### config.mk
export PLATFORM = sky130hd
export DESIGN_NAME = hazard_stall_ctrl
export DESIGN_NICKNAME = d
export VERILOG_FILES = /design/src/rtl/hazard_stall_ctrl.sv
export SDC_FILE = /design/constraint.sdc
export NUM_CORES = 1
export LEC_CHECK = 0
export BUFFER_PORTS_ARGS = -buffer_cell sky130_fd_sc_hd__buf_2
export CAP_MARGIN = 0
export CORE_ASPECT_RATIO = 1.2
export CORE_MARGIN = 1
export CORE_UTILIZATION = 45
export DETAILED_ROUTE_END_ITERATION = 10
export GPL_TIMING_DRIVEN = 0
export HOLD_SLACK_MARGIN = 0.08
export PLACE_DENSITY = 0.77
export SLEW_MARGIN = 20
export SYNTH_ARGS = -nofsm -noshare
export SYNTH_HDL_FRONTEND = slang
export SYNTH_SLANG_ARGS = --single-unit
### constraint.sdc
create_clock -name clk -period 1.8 [get_ports clk]
set_input_delay 0.36 -clock clk [delete_from_list [all_inputs] [get_ports clk]]
set_output_delay 0.36 -clock clk [all_outputs]
set_load 0.03 [all_outputs]
### src/rtl/hazard_stall_ctrl.sv
// Pipeline sequencing controller: PC/pipeline-register enables and flushes for load-use,
// EX redirects and data-memory waits. Optional stall counter under HAZARD_PERF_CNT_EN.
module hazard_stall_ctrl #(
   parameter int unsigned MEM_TIMEOUT = 16,
   parameter int unsigned CNT_W       = 8,
   parameter int unsigned PERF_W      = 32
) (
   input  logic              clk,
   input  logic              rst,
   input  logic [4:0]        id_rs1,
   input  logic [4:0]        id_rs2,
   input  logic              id_rs1_used,
   input  logic              id_rs2_used,
   input  logic [4:0]        ex_rd,
   input  logic              ex_reg_we,
   input  logic              ex_mem_read,
   input  logic              ex_redirect,
   input  logic              mem_dmem_req,
   input  logic              dmem_ack,
   output logic              pc_we,
   output logic              if_id_we,
   output logic              if_id_flush,
   output logic              id_ex_we,
   output logic              id_ex_flush,
   output logic              ex_mem_we,
   output logic              mem_wb_flush,
   output logic              halted
`ifdef HAZARD_PERF_CNT_EN
   ,
   output logic [PERF_W-1:0] stall_cycles
`endif
);

   localparam logic [CNT_W-1:0] TIMEOUT_LAST = CNT_W'(MEM_TIMEOUT - 1);

   typedef enum logic [1:0] {
      RUN,
      MEM_WAIT,
      HALT
   } state_t;

   state_t           state;
   state_t           state_nxt;
   logic [CNT_W-1:0] wait_cnt;
   logic [CNT_W-1:0] cnt_nxt;
   logic             freeze;
   logic             load_use;
   logic             mem_stall;

   assign load_use = ex_mem_read & ex_reg_we & (ex_rd != 5'd0) &
                     ((id_rs1_used & (id_rs1 == ex_rd)) | (id_rs2_used & (id_rs2 == ex_rd)));
   assign mem_stall = mem_dmem_req & ~dmem_ack;

   always_ff @(posedge clk or posedge rst) begin
      if (rst) begin
         state    <= RUN;
         wait_cnt <= '0;
      end else begin
         state    <= state_nxt;
         wait_cnt <= cnt_nxt;
      end
   end

   always_comb begin
      state_nxt    = state;
      cnt_nxt      = wait_cnt;
      freeze       = 1'b0;
      pc_we        = 1'b1;
      if_id_we     = 1'b1;
      if_id_flush  = 1'b0;
      id_ex_we     = 1'b1;
      id_ex_flush  = 1'b0;
      ex_mem_we    = 1'b1;
      mem_wb_flush = 1'b0;
      halted       = 1'b0;

      unique case (state)
         RUN: begin
            if (mem_stall) begin
               freeze    = 1'b1;
               state_nxt = MEM_WAIT;
               cnt_nxt   = CNT_W'(1);
            end
         end
         MEM_WAIT: begin
            if (!dmem_ack) begin
               freeze  = 1'b1;
               cnt_nxt = wait_cnt + CNT_W'(1);
               if ((MEM_TIMEOUT != 0) && (wait_cnt == TIMEOUT_LAST)) begin
                  state_nxt = HALT;
               end
            end else begin
               state_nxt = RUN;
               cnt_nxt   = '0;
            end
         end
         HALT: begin
            freeze = 1'b1;
            halted = 1'b1;
         end
         default: begin
            state_nxt = RUN;
            cnt_nxt   = '0;
         end
      endcase

      // Reset overrides everything; otherwise freeze beats redirect beats load-use.
      if (rst) begin
         pc_we        = 1'b0;
         if_id_we     = 1'b0;
         if_id_flush  = 1'b1;
         id_ex_we     = 1'b0;
         id_ex_flush  = 1'b1;
         ex_mem_we    = 1'b0;
         mem_wb_flush = 1'b1;
         halted       = 1'b0;
      end else if (freeze) begin
         pc_we        = 1'b0;
         if_id_we     = 1'b0;
         id_ex_we     = 1'b0;
         ex_mem_we    = 1'b0;
         mem_wb_flush = 1'b1;
      end else if (ex_redirect) begin
         if_id_flush = 1'b1;
         id_ex_flush = 1'b1;
      end else if (load_use) begin
         pc_we       = 1'b0;
         if_id_we    = 1'b0;
         id_ex_flush = 1'b1;
      end
   end

`ifdef HAZARD_PERF_CNT_EN
   // Saturating count of cycles in which the PC did not advance.
   always_ff @(posedge clk or posedge rst) begin
      if (rst) begin
         stall_cycles <= '0;
      end else if (!pc_we && (stall_cycles != {PERF_W{1'b1}})) begin
         stall_cycles <= stall_cycles + PERF_W'(1);
      end
   end
`endif

endmodule

Word level (Yosys, flattened, before mapping)

Index checks and enable logic that the tools add are counted.

Register bits after elaboration: 10
Input bits: 24
Word-level logic and storage cells: 50
Output and inout port bits: 8

Equal/unequal tests: 7
Multiplexer cells: 27
Bitwise operators: 9
$add $sub $neg: 1
Reduce and logical (&&, ||, !) cells: 4

Operators by type and width:

| kind                                          | number |
|---|---|
| one-hot mux 8 bit (3 select lines)            | 1 |
| 2-to-1 mux 1 bit                              | 19 |
| 2-to-1 mux 8 bit                              | 2 |
| == test 5 bit                                 | 2 |
| adder 8 x 1 -> 8 bit, second input constant   | 1 |
| == test 8 x 4 -> 1 bit, second input constant | 1 |
| bitwise AND 1 bit                             | 6 |
| 2-to-1 mux 2 bit                              | 3 |
| one-hot mux 2 bit (3 select lines)            | 1 |
| nonzero test 5 bit                            | 1 |
| != test 3 bit, second input constant          | 1 |
| one-hot mux 1 bit (3 select lines)            | 1 |
| AND reduction 3 bit                           | 1 |
| == test 2 x 1 -> 1 bit, second input constant | 1 |
| == test 2 bit, second input constant          | 1 |
| logical NOT 2 bit                             | 1 |
| != test 2 bit, second input constant          | 1 |
| NOT 1 bit                                     | 2 |
| AND reduction 2 bit                           | 1 |
| OR 1 bit                                      | 1 |

Logic depth before layout (Yosys ltp)

Gate-level depths: netlist of the first run.

Word-level depth: 8
Gate-level depth with buffers: 5
Depth with buffers taken out: 5

Least setup slack after synthesis of the first run

No wires, ideal clock.

Path kind: register to output
Start point: register state[0]
End point: output port pc_we
Setup slack: -0.404 ns
Stages on the path, launching flop included: 5
Arrival: 1.844 ns
Required time: 1.440 ns
Cells stage by stage: dfrtp_1 > o21ai_0 > nand3_1 > o21ba_1 > buf_4

Cells in the longest elaborated chain, start to end: 4

RTL lines:

| element                                | RTL line | source |
|---|---|---|
| start, declared                        | 42       | `state_t state;` |
| start signal, assigned                 | 59       | `state <= state_nxt;` |
| == test 2 bit (tied with other cells)  | 77       | `unique case (state)` |
| one-hot mux 1 bit (3 select lines) (*) | 77       |  |
| 2-to-1 mux 1 bit (*) (2 in series)     | --       |  |
| end, declared                          | 20       | `output logic pc_we,` |

Every way passes the cells marked *; elsewhere a longest branch is shown, timed or not.

Final worst setup path of the first run

Start point: input port ex_rd[4]
End point: output port pc_we

Cells in the longest elaborated chain, start to end: 8

RTL lines:

| element               | RTL line | source |
|---|---|---|
| start, declared       | 14       | `input logic [4:0] ex_rd,` |
| == test 5 bit         | 51       | `((id_rs1_used & (id_rs1 == ex_rd)) \| (id_rs2_used & (id_rs2 == ex_rd)));` |
| bitwise AND 1 bit     | 51       |  |
| OR 1 bit              | 51       |  |
| bitwise AND 1 bit (*) | 50       | `assign load_use = ex_mem_read & ex_reg_we & (ex_rd != 5'd0) &` |
| 2-to-1 mux 1 bit (*)  | 126      | `end else if (load_use) begin` |
| 2-to-1 mux 1 bit (*)  | 123      | `end else if (ex_redirect) begin` |
| 2-to-1 mux 1 bit (*)  | 117      | `end else if (freeze) begin` |
| 2-to-1 mux 1 bit (*)  | 108      | `if (rst) begin` |

Marks and branches as above.

==> results of run 1 <==
cell usage in the layout, fill, tap and decap left out, types with 2 or more instances in the layout:
cell / count
xnor2_1: 2
and3_1: 2
and2_1: 2
buf_6: 5
o2111ai_1: 3
buf_4: 7
buf_2: 25
a32o_1: 2
nand2_1: 4
nor4_1: 2
dfrtp_1: 9
inv_1: 2
clkbuf_4: 3
xor2_1: 14
nor2_1: 7
o21ai_0: 2
registers in the layout, summed over array words and instances, names as in the netlist:
name / count
state: 2
wait_cnt: 8
cell type report:
| cell class | count | area share (%) |
|---|---|---|
| plain buffers | 3 | 2.21 |
| flip-flops and latches | 10 | 23.4 |
| well taps | 17 | 1.98 |
| inverters | 4 | 1.75 |
| multi-input cells | 60 | 45.4 |
| clock buffers | 4 | 3.38 |
| repair buffers | 36 | 21.9 |
cell usage after synthesis:
cell	n	area share (%)
a21oi_1	1	0.70
mux2i_1	1	1.4
nand3_1	2	1.4
nand2_1	4	2.1
or4_1	1	1.0
ha_1	1	1.7
or2b_1	1	1.0
o211ai_2	1	1.7
xnor2_1	2	2.4
nand4b_1	1	1.2
and3_1	2	1.7
buf_4	2	2.1
and2_0	1	0.87
nor4_1	3	2.6
o2111ai_1	3	3.7
xor2_1	14	17
o21ba_1	1	1.4
nor2_1	8	4.2
a32o_1	2	2.8
nand2b_1	2	1.7
dfrtp_1	10	35
a32oi_1	1	1.2
o211ai_1	1	1.0
and2_1	2	1.7
o21ai_0	3	2.1
o311ai_1	1	1.2
inv_1	4	2.1
buf_2	1	0.70
nor3b_2	1	1.7
kinds of logic after synthesis:
group	synth area share, %
adders and majority gates	1.75
AOI/OAI and AO/OA	15.9
muxes	1.40
buffers and inverters	4.89
and+or+nand+nor	21.5
xor gates and xnor gates	19.6
DFF	35.0
what timing repair did:
item / in CTS / in global routing
hold endpoints to repair: 0 / 10
setup endpoints to repair: 7 / 5
hold buffers: 0 / 1
pin swaps: 9 / 4
gates resized for setup: 18 / 5
buffers inserted: 1 / 3
power groups by stage:
stage / Clock (mW) / Combinational, mW / Sequential, mW
2_1_floorplan: 0 / 0.104 / 0.247
5_1_grt: 0.218 / 0.208 / 0.248
3_3_place_gp: 0 / 0.156 / 0.249
3_5_place_dp: 0 / 0.160 / 0.250
6_report: 0.207 / 0.195 / 0.247
4_1_cts: 0.209 / 0.181 / 0.247
worst max-delay path: stages:
cell      delay (ps)
buf_8            100
or4_4            530
o211ai_2         170
or2b_1           140
o21ba_4          130
buf_6             90
buf_6            120
metal layers:
metal	global-route usage, %	vias to the layer above	share of wire, %
met2	40.0	30	58
li1	-	356	-
met5	0	-	0
met4	11.0	0	0.42
met3	1.96	2	5.5
met1	20.2	338	36
worst paths after layout:
kind,startpoint,endpoint,cells after the start
worst min register to register,wait_cnt[0]$_DFFE_PP0P_,wait_cnt[0]$_DFFE_PP0P_,1
min in group asynchronous,rst,wait_cnt[6]$_DFFE_PP0P_,3
worst min-delay path,wait_cnt[0]$_DFFE_PP0P_,wait_cnt[0]$_DFFE_PP0P_,1
worst max-delay path,ex_rd[4],pc_we,7
max in group asynchronous,rst,state[0]$_DFFE_PP0P_,3
worst max register to register,state[0]$_DFFE_PP0P_,wait_cnt[3]$_DFFE_PP0P_,5
per-stage QoR:
stage | setup TNS (ps) | instances | cell area, um2
4_1_cts | -608 | 130 | 1030
3_3_place_gp | -796 | 125 | 915
6_report | -494 | 134 | 1070
5_1_grt | -617 | 134 | 1070
3_5_place_dp | -895 | 125 | 915
2_1_floorplan | -155 | 77 | 738
==> key figures, run 1 <==
Power
  – PD cells: 604 nW/um2
  – Worst IR Drop VDD: between 0.4 and 0.5 mV
  – Pint: around 0.45 mW
  – Flop pwr share: 38.0%
  – Combinational power share: between 30% and 40%
  – Sw power: ~0.20 mW
  – Leakage: between 0.5 and 0.6 nW
  – Total power: approximately 0.65 mW
  – Sw Ratio: 30.6%
  – Clock power frac: 31.9%

Hold path
  – Hold Path Class: register to register

GRT
  – Initial antenna violation count: 0
  – GR Overflow Total: 0
  – Largest net degree at the start of global routing: 14
  – First-pass GRT wire length: 2450 um
  – Vias in the first global route: 631
  – Global-route usage over all layers: 20.4%

STA
  – Fin crit period: between 1500 and 2000 ps
  – Worst Tran Pin Value: 609 ps
  – Minimum hold slack: 507 ps
  – Final setup viols: 3
  – Clock skew: approximately 4.4 ps
  – Post-layout worst setup margin: -198 ps
  – Fin crit share: 111%
  – F_max: 0.500 GHz
  – Hold Violations, Final: 0
  – Fin. max-slew vios: 0
  – RSZ-0062 raised after global routing: true
  – Max_slew headroom: around three fifths

Placed design
  – Port Buffer Count: 31
  – Place WS: -323 ps
  – Detailed Place HPWL: 1230 um
  – Routability cong.: a little over 0.7

Routing
  – ANT nets after route: 0
  – Vias per Instance: 5.42
  – Iter 0 DRT Violations: 5
  – Routed Wire Length: around 1900 um
  – Drt drc: 0
  – Detailed Routing Iterations Pass 1: 4
  – DR vias: between 700 and 800
  – WL per Instance: around 14 um

Synthesis
  – Register area share after synthesis: a little over a third
  – YS warnings: 0
  – Avg Inst Size Synth: 9.29 um2
  – Post-synthesis cell type count: 29
  – Synth Register Bits: 10
  – Post-Syn Nets: 102
  – Cell area after synthesis: 716 um2
  – Mapped Cells: slightly below 80

Cells and area
  – Fillers: 114
  – Area of the multi-input gates: 488 um2
  – Flip-flop and latch area: 251 um2
  – Antenna diodes: 0
  – Nets@finish: 143
  – Share of layout cells above drive strength 1: 47.9%
  – P&R area growth vs syn: 50.2%
  – Util after Layout: 73.4%

Critical path
  – Critical Path RT: 1440 ps
  – Setup crit end kind: output port
  – Reg2reg setup slack: 240 ps
  – Crit path DAT: ~1600 ps
  – CP startpoint kind: primary input
  – Critical path class: primary input to output port
  – Worst-path fanout max: 3

Floorplan
  – CORE AREA: 1460 um2
  – Ports: 32
  – Die ar.: 1750 um2
  – Die Ht: 45.7 um
  – Std-Cell Rows: 15
  – Initial core utilization: between 40% and 50%
  – Die W: 38.4 um

Clocking
  – Total CTS buffers: 3
  – CTS tree: done
  – Clk slew on worst S/H paths: 70 ps
  – Skew-Pair Late Insertion Delay: 270 ps
  – Clock root buffer: clkbuf_4
  – Clock Path Buffers: 2
  – Clk sinks: 10
  – # H-tree levels: 1

Flow run
  – Max-cap violations: 0

Outcome
  – Failing checks: negative setup slack
  – Outcome: complete, but fails checks
Note: power is estimated with default switching activity, not from simulation.
==> run 2: changes to the inputs <==
ABC_AREA = 1   (was default)
CORE_UTILIZATION = 48   (was 45)
PLACE_DENSITY = 0.78   (was 0.77)
==> key figures, run 2 <==
Clocking
  – CTS tree: done
  – Clock Path Buffers: 2 (unchanged)
  – Total CTS buffers: 3 (unchanged)
  – # H-tree levels: 1 (unchanged)
  – Clk slew on worst S/H paths: 70 ps (about the same)
  – Skew-Pair Late Insertion Delay: 280 ps (about the same)
  – Clk sinks: 10 (unchanged)
  – Clock root buffer: clkbuf_4

Cells and area
  – Design area: 1180 um2 (+10%)
  – Number of flip-flops in the largest register: 8 (unchanged)
  – Commonest non-fill, non-tap cell in the layout: nand2_1
  – Most frequent cells in the layout: nand2_1, buf_2, inv_1
  – Share of layout cells above drive strength 1: 34.4% (-13 points)
  – Nets@finish: 209 (+46%)
  – Antenna diodes: 0 (unchanged)
  – Util after Layout: 70.4% (-3.0 points)
  – Register bank with the most flops: wait_cnt
  – Non-Filler Instances: 201 (+50%)
  – Regs by FF count: wait_cnt (8), state (2)
  – P&R area growth vs syn: 32.3%

Synthesis
  – YS warnings: 0 (unchanged)
  – Top post-synthesis cells by area: dfrtp_1, nand2_1, inv_1
  – Register area share after synthesis: 28.0% (-7.0 points)
  – Cell taking the most area after synthesis: dfrtp_1
  – EDFF count, synth: 0 (unchanged)
  – Post-synthesis cell type count: 28 (-3.4%)
  – Synth Register Bits: 10 (unchanged)
  – Top_reg_cell synth: dfrtp_1
  – Top-count cell post-synth: nand2_1
  – Share of the synthesized area in the top cell type: 28.0% (-7.0 points)
  – Async SR Flop Fraction: 100% (unchanged)
  – Cell area after synthesis: 895 um2 (+25%)
  – Most frequent cells after synthesis: nand2_1, inv_1, nor2_1
  – Post-Syn Nets: 168 (+65%)
  – Mapped Cells: 143 (+86%)
  – Avg Inst Size Synth: 6.26 um2 (-33%)

STA
  – Worst Tran Pin Value: 405 ps (-204 ps)
  – Fin crit share: 102% (-8.5 points)
  – Fin. max-slew vios: 0 (unchanged)
  – RSZ-0062 raised after global routing: true
  – Fin crit period: 1840 ps (-154 ps)
  – Hold Violations, Final: 0 (unchanged)
  – Max_slew headroom: 73.0% (+14 points)
  – Setup TNS Final: -139 ps (+355 ps)
  – Final setup viols: 5 (+2)
  – F_max: 0.542 GHz (+8.3%)
  – Minimum hold slack: 105 ps (-402 ps)
  – Post-layout worst setup margin: -44.5 ps (+154 ps)
  – Clock skew: 2.36 ps (-2.01 ps)

Placed design
  – Inst Count DP: 192 (+54%)
  – Detailed Place HPWL: 1640 um (+33%)
  – Routability cong.: 0.840 (+17%)
  – Port Buffer Count: 31 (unchanged)
  – Place WS: 97.2 ps (+420 ps)
  – DP Area: 1070 um2 (+17%)

Floorplan
  – Die Ht: 49.3 um (+7.9%)
  – Ports: 32 (unchanged)
  – Initial core utilization: 53.2% (+4.3 points)
  – Std-Cell Rows: 16 (+1)
  – Die ar.: 2040 um2 (+16%)
  – CORE AREA: 1680 um2 (+15%)
  – Die W: 41.4 um (+7.8%)

Routing
  – Detailed Routing Iterations Pass 1: 4 (unchanged)
  – Routed wl met2: 1230 um (+12%)
  – Routed Wire Length: 2210 um (+17%)
  – M1 WL: 852 um (+25%)
  – DR vias: 1013 (+40%)
  – Vias per Instance: 5.04 (-7.0%)
  – DR top layer: met4
  – DR WL met3: 67 um (-35%)
  – Iter 0 DRT Violations: 17 (+12)
  – ANT nets after route: 0 (unchanged)
  – WL per Instance: 11.0 um (-22%)
  – Drt drc: 0 (unchanged)

GRT
  – Initial antenna violation count: 0 (unchanged)
  – Vias in the first global route: 1013 (+61%)
  – Global-route usage over all layers: 24.1% (+3.6 points)
  – GR Overflow Total: 0 (unchanged)
  – Largest net degree at the start of global routing: 11 (-3)
  – First-pass GRT wire length: 3880 um (+58%)

Outcome
  – Failing checks: negative setup slack
  – Outcome: complete, but fails checks

Critical path
  – Worst-path fanout max: 4 (+1)
  – CP startpoint kind: register
  – Crit path DAT: 1480 ps (-160 ps)
  – Critical Path RT: 1440 ps (about the same)
  – Critical path class: register to output port
  – Setup crit end kind: output port

Flow run
  – Max-cap violations: 0 (unchanged)

Power
  – Leakage: 0.685 nW (+28%)
  – PD cells: 443 nW/um2 (-27%)
  – Worst IR Drop VDD: 0.351 mV (-21%)
  – Total power: 0.524 mW (-19%)

Hold path
  – Hold Path Class: primary input to async pin
[run 2: per-layer routing]
metal  GRT usage (%)  up-vias
li1                -      522
met1            24.4      459
met2            47.1       23
met3            2.59        9
met4            11.3        0
met5               0        -
[run 2: timing repair]
item                       CTS  global route
setup buffers                5             0
hold buffers                 0             0
setup endpoints to repair    7             7
resized for setup            7             7
pin swaps                    4             3
gates cloned                 0             0
[run 2: critical path: stages (launching register included)]
cell and delay, ps:
dfrtp_2 450, nor2_2 230, o21ai_4 80, a21oi_1 180
nand2_1 90, buf_2 180
[run 2: final timing paths]
check,startpoint,to,slack [ps],cells after the start
worst min-delay path,rst,wait_cnt[7]$_DFFE_PP0P_,100,2
min in group clk,dmem_ack,wait_cnt[1]$_DFFE_PP0P_,400,4
max in group asynchronous,rst,state[1]$_DFFE_PP0P_,1390,2
worst max-delay path,state[1]$_DFFE_PP0P_,id_ex_flush,-40,5
worst min register to register,wait_cnt[1]$_DFFE_PP0P_,wait_cnt[1]$_DFFE_PP0P_,520,2
worst max register to register,state[1]$_DFFE_PP0P_,wait_cnt[4]$_DFFE_PP0P_,450,8
[run 2: layout make-up]
cell class | count | area (um2)
multi-input combinational | 99 | 522
fill | 152 | 498
sequential | 10 | 251
timing repair buffer | 36 | 210
buffer | 2 | 18.8
clock buffer | 4 | 36.3
inverter | 32 | 123
tap | 18 | 22.5
[run 2: cells by family (layout without fill, tap and decap cells)]
kind of cell	Yosys count	count (layout)	synth area share [%]
buffers and inverters	34	74	15.4
DFF	10	10	28.0
xor gates and xnor gates	1	1	0.979
adders and majority gates	1	1	1.40
and+or+nand+nor	85	85	43.9
AOI/OAI and AO/OA	12	12	10.3
[run 2: where the power goes]
| group | leakage (nW) | switching [mW] | total, mW | internal [mW] |
|---|---|---|---|---|
| Clock | 0.0210 | 0.0867 | 0.210 | 0.123 |
| Sequential | 0.113 | 0 | 0.225 | 0.225 |
| Combinational | 0.551 | 0.0537 | 0.0898 | 0.0361 |
| Total | 0.685 | 0.140 | 0.524 | 0.384 |
==> run 3: changes to the inputs <==
clock period = 1.9 ns   (was 1.8 ns; I/O delays follow)
==> key figures, run 3 (same netlist as run 2, synthesis figures left out) <==
STA
  – Clock skew: 1.80 ps (-0.560 ps)
  – Hold Violations, Final: 0 (unchanged)
  – Fin crit period: roughly 1900 ps
  – F_max: 0.522 GHz
  – RSZ-0062 raised after global routing: true
  – Fin. max-slew vios: 0 (unchanged)
  – Post-layout worst setup margin: -16.7 ps (+27.7 ps)
  – Max_slew headroom: 73.1% (about the same)
  – Fin crit share: 101%
  – Final setup viols: 2 (-3)
  – Worst Tran Pin Value: 404 ps (-0.892 ps)

Routing
  – Iter 0 DRT Violations: 57 (+40)
  – DR vias: 1038 (+2.5%)
  – Detailed Routing Iterations Pass 1: 5 (+1)
  – Routed Wire Length: 2340 um (+5.6%)
  – ANT nets after route: 0 (unchanged)
  – Drt drc: 0 (unchanged)
  – Vias per Instance: 5.14 (+2.0%)
  – WL per Instance: 11.6 um (+5.1%)

Placed design
  – Place WS: 157 ps (+60.0 ps)
  – Detailed Place HPWL: 1640 um (unchanged)
  – Port Buffer Count: 31 (unchanged)
  – Routability cong.: 0.840 (unchanged)

Cells and area
  – Share of layout cells above drive strength 1: 34.8% (+0.36 points)
  – Util after Layout: 70.9% (+0.52 points)
  – Most frequent cells in the layout: nand2_1, buf_2, inv_1
  – Number of flip-flops in the largest register: 8 (unchanged)
  – P&R area growth vs syn: 33.3%
  – Regs by FF count: wait_cnt (8), state (2)
  – Register bank with the most flops: wait_cnt
  – Commonest non-fill, non-tap cell in the layout: nand2_1
  – Antenna diodes: 0 (unchanged)
  – Nets@finish: 210 (+0.48%)

Critical path
  – FF-to-FF Start: state[0]$_DFFE_PP0P_
  – Critical Path RT: 1520 ps (+80 ps)
  – Setup crit end kind: output port
  – Reg2reg setup slack: 500 ps (+50 ps)
  – Worst-path fanout max: 3 (-1)
  – Critical path class: register to output port
  – Cell depth of the worst flop-to-flop path: 8 (unchanged)
  – Crit path DAT: 1540 ps (+60 ps)
  – RR Endpoint: wait_cnt[4]$_DFFE_PP0P_
  – CP startpoint kind: register

Clocking
  – Skew-Pair Late Insertion Delay: 270 ps (about the same)
  – Clock root buffer: clkbuf_4
  – Hold Buf Count CTS: 0 (unchanged)
  – # H-tree levels: 1 (unchanged)
  – CTS tree: done
  – Total CTS buffers: 3 (unchanged)
  – Clk slew on worst S/H paths: 70 ps (about the same)
  – Clock Path Buffers: 2 (unchanged)
  – Clk sinks: 10 (unchanged)

Floorplan
  – Die Ht: 49.3 um (unchanged)
  – Ports: 32 (unchanged)
  – CORE AREA: 1680 um2 (unchanged)
  – Die W: 41.4 um (unchanged)
  – Initial core utilization: 53.2% (unchanged)
  – Std-Cell Rows: 16 (unchanged)
  – Die ar.: 2040 um2 (unchanged)

Power
  – Leakage: 0.691 nW (+0.96%)
  – Worst IR Drop VDD: 0.333 mV (-5.3%)
  – PD cells: 415 nW/um2 (-6.3%)

GRT
  – Largest net degree at the start of global routing: 11 (unchanged)
  – First-pass GRT wire length: 3870 um (-0.18%)
  – Global-route usage over all layers: 24.0% (-0.077 points)
  – GR Overflow Total: 0 (unchanged)
  – Vias in the first global route: 1002 (-1.1%)
  – Initial antenna violation count: 0 (unchanged)

Outcome
  – Outcome: complete, but fails checks
  – Failing checks: negative setup slack

Flow run
  – Max-cap violations: 0 (unchanged)

Hold path
  – Hold Path Class: primary input to async pin
run 3: changes by cell type in the layout (fill, tap and decap cells not counted), sizes merged:
cell  change
buf       +1
run 3: critical path, stage by stage (launching register included):
cell and delay, ps:
dfrtp_1 430, nor2_2 170, nand2_2 100, o21ai_4 80, inv_2 60, nor2_4 110, nand2_2 60, inv_2 60
buf_6 90, buf_6 110
run 3: how the worst max path moves through the flow:
stage	to	cells past startpoint	slack, ps	startpoint
CTS	pc_we	9	10	state[1]$_DFFE_PP0P_
global route	mem_wb_flush	8	-120	state[1]$_DFFE_PP0P_
detailed placement	pc_we	12	160	ex_rd[0]
finish	pc_we	9	-20	state[0]$_DFFE_PP0P_
global placement	pc_we	12	150	ex_rd[0]
floorplan	pc_we	8	100	state[1]$_DFFE_PP0P_
run 3: metrics by stage:
| step | power, mW | instances | hold WS, ps | instance area (um2) | TNS (ps) |
|---|---|---|---|---|---|
| after CTS | 0.498 | 200 | 139 | 1150 | 0 |
| after global placement | 0.299 | 192 | 427 | 1070 | 0 |
| after global routing | 0.518 | 202 | 170 | 1190 | -470 |
| after floorplan | 0.261 | 143 | 220 | 895 | 0 |
| after detailed placement | 0.302 | 192 | 433 | 1070 | 0 |
| final | 0.495 | 202 | 129 | 1190 | -31.3 |
run 3: timing repair:
item | in CTS | in global routing
gates resized for setup | 5 | 10
buffers inserted | 4 | 2
endpoints found under the setup margin | 4 | 7
pin swaps | 2 | 3
run 3: where the power goes:
group | leakage, nW | internal [mW] | switching (mW) | total [mW]
clock | 0.0210 | 0.117 | 0.0798 | 0.196
combinational | 0.557 | 0.0341 | 0.0516 | 0.0857
sequential | 0.113 | 0.213 | 0 | 0.213
run 3: area by class of cell:
type,instances,area [um2]
multi-input combinational,99,527
fill,151,489
sequential,10,251
timing repair buffer,37,214
inverter,32,123
clock buffer,4,36.3
tap,18,22.5
buffer,2,18.8
run 3: routing by layer:
metal | global-route usage (%) | up-vias | wire length (um)
met1 | 24.4 | 473 | 865
li1 | - | 523 | -
met2 | 46.9 | 34 | 1320
met4 | 11.3 | 0 | 51
met5 | 0 | - | 0
met3 | 2.59 | 8 | 105
